File: src/rtl/esfa_op_sequencer_if.sv
// Host command/response channel plus array and
// combinator-root buses of the ESFA op sequencer.
interface esfa_op_sequencer_if;
  logic       cmd_valid;
  logic       cmd_ready;
  logic [7:0] cmd_op;
  logic [7:0] cmd_value;
  logic [7:0] cmd_context;

  logic [7:0] array_selector;
  logic [7:0] array_value;
  logic [7:0] array_context;
  logic       array_strobe;

  logic [7:0] root_value;
  logic [7:0] root_context;
  logic       root_bool;

  logic       rsp_valid;
  logic       rsp_ready;
  logic [7:0] rsp_op;
  logic [7:0] rsp_value;
  logic [7:0] rsp_context;
  logic       rsp_found;

  logic       busy;
  logic       err_illegal;

  modport slave (
    input  cmd_valid, cmd_op, cmd_value,
    input  cmd_context,
    output cmd_ready,
    output array_selector, array_value,
    output array_context, array_strobe,
    input  root_value, root_context, root_bool,
    output rsp_valid, rsp_op, rsp_value,
    output rsp_context, rsp_found,
    input  rsp_ready,
    output busy, err_illegal
  );

  modport master (
    output cmd_valid, cmd_op, cmd_value,
    output cmd_context,
    input  cmd_ready,
    input  array_selector, array_value,
    input  array_context, array_strobe,
    output root_value, root_context, root_bool,
    input  rsp_valid, rsp_op, rsp_value,
    input  rsp_context, rsp_found,
    output rsp_ready,
    input  busy, err_illegal
  );
endinterface

File: src/rtl/esfa_op_sequencer.sv
// Sequences host commands onto the ESFA array,
// expanding lookup/encode into two array phases.
module esfa_op_sequencer #(
  parameter int TREE_LATENCY = 3
) (
  input logic clk,
  input logic rst_n,
  esfa_op_sequencer_if.slave bus
);

  typedef enum logic [2:0] {
    S_IDLE,
    S_ISSUE,
    S_WAIT,
    S_ISSUE2,
    S_WAIT2,
    S_RESP
  } state_t;

  // Strobe cycle counts as the first latency cycle,
  // so the counter starts one short.
  localparam logic [3:0] LOAD =
    4'(TREE_LATENCY - 1);

  state_t     r_state;
  logic [3:0] r_cnt;
  logic [7:0] r_op;
  logic [7:0] r_sel;
  logic [7:0] r_val;
  logic [7:0] r_ctx;
  logic       r_strobe;
  logic [7:0] r_rsp_value;
  logic [7:0] r_rsp_context;
  logic       r_rsp_found;
  logic       r_err;

  logic w_illegal;
  logic w_two;
  logic w_void;
  logic w_hit;
  logic w_miss;

  assign w_illegal = bus.cmd_op > 8'd7;
  assign w_two  = (r_op == 8'd1) ||
                  (r_op == 8'd3);
  assign w_void = (r_op == 8'd5) ||
                  (r_op == 8'd6);
  assign w_hit  = w_two && bus.root_bool;
  assign w_miss = w_two && !bus.root_bool;

  assign bus.cmd_ready =
    rst_n && (r_state == S_IDLE);
  assign bus.busy      = r_state != S_IDLE;
  assign bus.rsp_valid = r_state == S_RESP;

  assign bus.array_selector = r_sel;
  assign bus.array_value    = r_val;
  assign bus.array_context  = r_ctx;
  assign bus.array_strobe   = r_strobe;
  assign bus.rsp_op         = r_op;
  assign bus.rsp_value      = r_rsp_value;
  assign bus.rsp_context    = r_rsp_context;
  assign bus.rsp_found      = r_rsp_found;
  assign bus.err_illegal    = r_err;

  // Sequencer FSM with registered array/response outputs
  always_ff @(posedge clk) begin
    if (!rst_n) begin
      r_state       <= S_IDLE;
      r_cnt         <= 4'd0;
      r_op          <= 8'd0;
      r_sel         <= 8'd0;
      r_val         <= 8'd0;
      r_ctx         <= 8'd0;
      r_strobe      <= 1'b0;
      r_rsp_value   <= 8'd0;
      r_rsp_context <= 8'd0;
      r_rsp_found   <= 1'b0;
      r_err         <= 1'b0;
    end else begin
      r_strobe <= 1'b0;
      r_err    <= 1'b0;
      unique case (r_state)
        S_IDLE: begin
          if (bus.cmd_valid) begin
            r_op <= bus.cmd_op;
            if (w_illegal) begin
              r_err         <= 1'b1;
              r_rsp_value   <= 8'd0;
              r_rsp_context <= 8'd0;
              r_rsp_found   <= 1'b0;
              r_state       <= S_RESP;
            end else begin
              // Encode first scans for a free cell
              r_sel    <= (bus.cmd_op == 8'd3) ?
                          8'd7 : bus.cmd_op;
              r_val    <= bus.cmd_value;
              r_ctx    <= bus.cmd_context;
              r_strobe <= 1'b1;
              r_state  <= S_ISSUE;
            end
          end
        end
        S_ISSUE: begin
          r_cnt   <= LOAD;
          r_state <= S_WAIT;
        end
        S_WAIT: begin
          if (r_cnt != 4'd0) begin
            r_cnt <= r_cnt - 4'd1;
          end else begin
            unique case (1'b1)
              w_hit: begin
                // Second phase targets the hit cell
                r_sel    <= (r_op == 8'd1) ?
                            8'd2 : 8'd3;
                r_ctx    <= bus.root_context;
                r_strobe <= 1'b1;
                r_state  <= S_ISSUE2;
              end
              w_miss, w_void: begin
                r_rsp_value   <= 8'd0;
                r_rsp_context <= 8'd0;
                r_rsp_found   <= 1'b0;
                r_state       <= S_RESP;
              end
              default: begin
                r_rsp_value   <= bus.root_value;
                r_rsp_context <= bus.root_context;
                r_rsp_found   <= bus.root_bool;
                r_state       <= S_RESP;
              end
            endcase
          end
        end
        S_ISSUE2: begin
          r_cnt   <= LOAD;
          r_state <= S_WAIT2;
        end
        S_WAIT2: begin
          if (r_cnt != 4'd0) begin
            r_cnt <= r_cnt - 4'd1;
          end else begin
            r_rsp_value   <= bus.root_value;
            r_rsp_context <= bus.root_context;
            r_rsp_found   <= bus.root_bool;
            r_state       <= S_RESP;
          end
        end
        S_RESP: begin
          if (bus.rsp_ready) r_state <= S_IDLE;
        end
        default: r_state <= S_IDLE;
      endcase
    end
  end

endmodule

File: src/flat_wrapper.sv
// flat-port wrapper written by rule: the top's interface ports become plain ports
module esfa_op_sequencer_flat 
#(
  parameter int TREE_LATENCY = 3
)
  (clk, rst_n, bus_cmd_valid, bus_cmd_op, bus_cmd_value, bus_cmd_context, bus_cmd_ready, bus_array_selector, bus_array_value, bus_array_context, bus_array_strobe, bus_root_value, bus_root_context, bus_root_bool, bus_rsp_valid, bus_rsp_op, bus_rsp_value, bus_rsp_context, bus_rsp_found, bus_rsp_ready, bus_busy, bus_err_illegal);
  esfa_op_sequencer_if bus_i ();
  input logic clk;
  input logic rst_n;
  input wire logic [$bits(bus_i.cmd_valid)-1:0] bus_cmd_valid;
  input wire logic [$bits(bus_i.cmd_op)-1:0] bus_cmd_op;
  input wire logic [$bits(bus_i.cmd_value)-1:0] bus_cmd_value;
  input wire logic [$bits(bus_i.cmd_context)-1:0] bus_cmd_context;
  output wire logic [$bits(bus_i.cmd_ready)-1:0] bus_cmd_ready;
  output wire logic [$bits(bus_i.array_selector)-1:0] bus_array_selector;
  output wire logic [$bits(bus_i.array_value)-1:0] bus_array_value;
  output wire logic [$bits(bus_i.array_context)-1:0] bus_array_context;
  output wire logic [$bits(bus_i.array_strobe)-1:0] bus_array_strobe;
  input wire logic [$bits(bus_i.root_value)-1:0] bus_root_value;
  input wire logic [$bits(bus_i.root_context)-1:0] bus_root_context;
  input wire logic [$bits(bus_i.root_bool)-1:0] bus_root_bool;
  output wire logic [$bits(bus_i.rsp_valid)-1:0] bus_rsp_valid;
  output wire logic [$bits(bus_i.rsp_op)-1:0] bus_rsp_op;
  output wire logic [$bits(bus_i.rsp_value)-1:0] bus_rsp_value;
  output wire logic [$bits(bus_i.rsp_context)-1:0] bus_rsp_context;
  output wire logic [$bits(bus_i.rsp_found)-1:0] bus_rsp_found;
  input wire logic [$bits(bus_i.rsp_ready)-1:0] bus_rsp_ready;
  output wire logic [$bits(bus_i.busy)-1:0] bus_busy;
  output wire logic [$bits(bus_i.err_illegal)-1:0] bus_err_illegal;
  assign bus_i.cmd_valid = bus_cmd_valid;
  assign bus_i.cmd_op = bus_cmd_op;
  assign bus_i.cmd_value = bus_cmd_value;
  assign bus_i.cmd_context = bus_cmd_context;
  assign bus_cmd_ready = bus_i.cmd_ready;
  assign bus_array_selector = bus_i.array_selector;
  assign bus_array_value = bus_i.array_value;
  assign bus_array_context = bus_i.array_context;
  assign bus_array_strobe = bus_i.array_strobe;
  assign bus_i.root_value = bus_root_value;
  assign bus_i.root_context = bus_root_context;
  assign bus_i.root_bool = bus_root_bool;
  assign bus_rsp_valid = bus_i.rsp_valid;
  assign bus_rsp_op = bus_i.rsp_op;
  assign bus_rsp_value = bus_i.rsp_value;
  assign bus_rsp_context = bus_i.rsp_context;
  assign bus_rsp_found = bus_i.rsp_found;
  assign bus_i.rsp_ready = bus_rsp_ready;
  assign bus_busy = bus_i.busy;
  assign bus_err_illegal = bus_i.err_illegal;
  esfa_op_sequencer #(.TREE_LATENCY(TREE_LATENCY)) u_core (.clk(clk), .rst_n(rst_n), .bus(bus_i));
endmodule
File: config.mk
export PLATFORM = sky130hd
export DESIGN_NAME = esfa_op_sequencer_flat
export DESIGN_NICKNAME = d
export VERILOG_FILES = /design/src/rtl/esfa_op_sequencer_if.sv /design/src/rtl/esfa_op_sequencer.sv /design/src/flat_wrapper.sv
export SDC_FILE = /design/constraint.sdc
export NUM_CORES = 1
export LEC_CHECK = 0
export CAP_MARGIN = 25
export CORE_MARGIN = 1.5
export CORE_UTILIZATION = 31
export DETAILED_ROUTE_END_ITERATION = 7
export SLEW_MARGIN = 25
export SYNTH_ARGS = -nofsm -noshare
export SYNTH_HDL_FRONTEND = slang
export SYNTH_SLANG_ARGS = --single-unit
File: constraint.sdc
create_clock -name clk -period 2.8 [get_ports clk]
set_clock_uncertainty 0.05 [all_clocks]
set_input_delay 0.42 -clock clk [delete_from_list [all_inputs] [get_ports clk]]
set_output_delay 0.42 -clock clk [all_outputs]
set_load 0.03 [all_outputs]
==> results.md <==
Clock network:
- The CTS root buffer is clkbuf_8.
- The total of cells resized after clock tree synthesis is 0.
- The longest clock path from root to sink contains 2 buffers.
- The number of sinks on the clock net is 58.
- After clock tree synthesis, the clock-pin slew on the worst setup and hold paths is 0.07 ns.
- The CTS H-tree depth is 3.
- The number of clock buffers added by TritonCTS is 9.
- Clock latency on the worst-skew pair, taken at its later pin, is 0.34 ns.
- The buffers inserted during post-CTS setup optimization is 0.
- The number of hold buffers added after cts is 0.
- TritonCTS built the clock tree.

Routing:
- The overall via count from detail_route is 3509.
- The number of antenna-violating nets in the routed design is 0.
- The detailed-router iteration count before antenna repair is 4.
- In the routed design, unresolved DRC markers number 0.
- After detailed routing, the number of vias per cell comes to 5.53.
- For this block, the routed nets add up to 10800 µm of wire.
- For this block, the initial DRC count from the detailed router was 263.
- The routed length per instance is 17.1 µm.

Yosys:
- The Yosys step of the flow raised 0 warnings.
- In the synthesized netlist the dominant register cell turns out to be dfxtp_1.
- The part of the Yosys area used for sequential elements is 34.4%.
- By count the netlist is led by dfxtp_1, nand2_1, a21oi_1.
- Summing the areas of all fa, ha and maj instances in the mapped netlist gives 0.371% of the synthesized area.
- Summing the areas of all compound-gate instances in the mapped netlist gives 23.8% of the synthesized area.
- The combinational family with the most area after synthesis is simple AND/OR/NAND/NOR gates.
- Multiplexer cells account for 5.64% of the synthesized area.
- Counting flops with an async set or reset pin after synthesis yields a share of 0%.
- The xor/xnor cell area share of the yosys netlist is 0.519%.
- The number of enable flip-flop cells after synthesis is 0.
- Synthesis inferred 58 register bits.
- The number of nets in the synthesized netlist is 450.
- The synthesized design devotes to its leading area cell type 34.4% of total area.
- The biggest area contributor in the post-synthesis netlist is dfxtp_1.
- By area the synthesized netlist is led by dfxtp_1, nand2_1, mux2i_1.
- The post-synthesis cell area is 0.00337 mm².
- After synthesis, the mean cell area works out to 8.35 µm².
- Counting every instance in the synthesized netlist gives 404.
- The number of different library cells used by synthesis comes to 54.
- The area fraction in and, or, nand and nor cells after synthesis is 29.3%.

Worst hold path:
- The type of the worst min-delay path is register to register.

Finish:
- The net count of the finished layout is 542.
- 0 antenna diodes ended up in the layout.
- The count of cells in the finished layout, fillers not included, comes to 635.
- The layout overhead on the synthesized area is 38.7%.
- The fraction of final layout cells sized beyond drive strength 1 is 10.2%.

Timing:
- The final critical path time including I/O delays and setup is 2.30 ns.
- The count of final hold-check violations came to 0.
- Timing would allow up to 0.435 GHz.
- Dividing the final minimum period by the clock period gives 82.0%.
- The worst slew margin relative to its limit is 52.7%.
- The final setup TNS is 0 ns.
- At the pin with the least slew margin, the transition time is 0.708 ns.
- Setup violations remaining at the end of the flow were counted as 0.
- After layout, the worst setup slack is 0.503 ns.
- Setup repair after global routing left no endpoint under its margin.
- The number of max-slew violations in the final report was 0.

Placement:
- Port buffering added 98 buffers.
- The weighted congestion at the end of routability-driven global placement is 0.786.
- Before CTS, the worst setup slack after placement is 0.175 ns.
- The post-placement cell count is 621.
- The HPWL after detailed placement is 7530 µm.

GRT:
- Global routing used 19.1% of the available tracks across all layers.
- The maximum number of pins on one net before global-route repair is 36.
- The number of global-route vias before repair was 3427.
- The overall overflow remaining after global route is 0.
- The initial antenna violation count is 0.
- The first global-routing pass estimated 17400 µm of wire.

Critical path:
- STA classifies the critical path startpoint as a register.
- The cell occurring most often along the worst timing path is nor2_1.
- The biggest cell delay along the critical path is 0.52 ns.
- Together, buffers and inverters on the worst path number 2.
- The critical path goes through or2_1, nor2_1, inv_1, nor2_1, buf_4.
- The kind of critical path is register to output pin.
- The slowest stage of the critical path belongs to the cell dfxtp_1.
- The kind of end point of the critical path is an output pin.
- At the worst endpoint, the arrival time is 1.83 ns.
- At the worst endpoint, the required time is 2.33 ns.
- In this run the worst path has a maximum fanout of 17.
- The cell family contributing the most delay on the critical path is simple AND/OR/NAND/NOR gates.

Job:
- Max-cap violations in this run came to 0.

Floorplan:
- The number of cell rows is 37.
- The boundary pin count is 99.
- The die outline height is 107 µm.
- The region available for standard cell placement spans 0.0105 mm².
- Once the floorplan was initialized, standard cells occupied 32.2% of the core.
- The die is 107 µm wide.
- The die covers 0.0115 mm².

Pwr:
- The worst ir drop on vdd is 0.363 mV.
- In this run the power density over the cells is 900 mW/mm².
- The leakage dissipation is 1.75 nW.

Status:
- The flow ran to the end, and the final reports show no timing, DRC or antenna violations.
-- final timing paths --
check                                   start                          end  slack [ns]  cells past startpoint
setup / recovery            u_core.r_state[0]                bus_cmd_ready        0.50                      5
hold / removal    u_core.bus.array_context[6]  u_core.bus.array_context[6]        0.41                      2
setup reg to reg              u_core.r_cnt[0]      u_core.bus.rsp_value[3]        0.53                      7
hold reg to reg   u_core.bus.array_context[6]  u_core.bus.array_context[6]        0.41                      2
-- worst min-delay path, stage by stage (launching register included) --
cell	delay (ns)
dfxtp_1	0.31
nand2_1	0.05
mux2i_1	0.05
-- cell families (layout without fill, tap and decap cells) --
family          Yosys count  in the layout
simple gates            166            166
compound gates          114            114
flops                    58             58
buf+inv                  44            139
mux                      19             19
xor+xnor                  2              2
fa+ha+maj                 1              1
-- state kept, by name, indices dropped and copies added (netlist names) --
name                       cells
u_core.bus.rsp_found           1
u_core.bus.array_value         8
u_core.bus.rsp_op              8
u_core.bus.err_illegal         1
u_core.bus.rsp_value           8
u_core.r_state                 3
u_core.bus.array_selector      8
u_core.bus.rsp_context         8
u_core.r_cnt                   4
u_core.bus.array_strobe        1
u_core.bus.array_context       8
-- where the power goes --
group / total (mW) / switching (mW) / internal [mW]
logic: 2.21 / 1.33 / 0.887
clock network: 0.786 / 0.339 / 0.447
registers: 1.21 / 0.216 / 0.994
total: 4.21 / 1.88 / 2.33
-- routing by layer --
metal  GRT usage [%]  share of wire (%)  up-vias  wire length (µm)
met3            5.21                6.6        8               716
met5               0                  0        -                 0
met2            30.4                 47      125              5110
met4            6.67                1.1        0               124
li1                -                  -     1700                 -
met1            24.9                 45     1676              4890
-- layout by cell type (no fill, tap or decap), types with 2 or more instances in the layout --
| master | n |
|---|---|
| a211oi_1 | 20 |
| o21ai_1 | 3 |
| and3_1 | 23 |
| a21oi_1 | 28 |
| nand3_1 | 3 |
| inv_1 | 5 |
| a31oi_1 | 2 |
| o21ai_0 | 4 |
| or3b_1 | 2 |
| xor2_1 | 2 |
| o221ai_1 | 17 |
| a21o_1 | 10 |
| dfxtp_1 | 58 |
| nor3b_2 | 3 |
| buf_4 | 23 |
| nand4bb_1 | 16 |
| or2_1 | 2 |
| nor2b_1 | 3 |
| nand2b_1 | 4 |
| inv_2 | 2 |
| nor3_1 | 19 |
| nand2_1 | 58 |
| nor3_4 | 2 |
| nor2_1 | 19 |
| clkdlybuf4s50_1 | 94 |
| clkinv_2 | 2 |
| o211ai_1 | 19 |
| clkbuf_8 | 11 |
| mux2i_1 | 19 |
-- area by class of cell --
type	instances	area, µm²
clock buffer	11	151
clock inverter	3	40.0
fill	1052	5780
inverter	7	26.3
multi-input combinational	302	2010
sequential	58	1160
tap	136	170
timing repair buffer	118	1120
-- through the flow --
stage                     instance area, µm²  utilization, %  power [mW]  hold slack, ns
after floorplan                         3370               -        2.68           0.506
after global placement                  4490            42.9        3.40           0.401
after detailed placement                4490            42.9        3.43           0.407
after CTS                               4680            44.7        4.23           0.416
after global routing                    4680            44.7        4.46           0.446
final                                   4680            44.7        4.21           0.414
(Power assumes the default switching activity.)
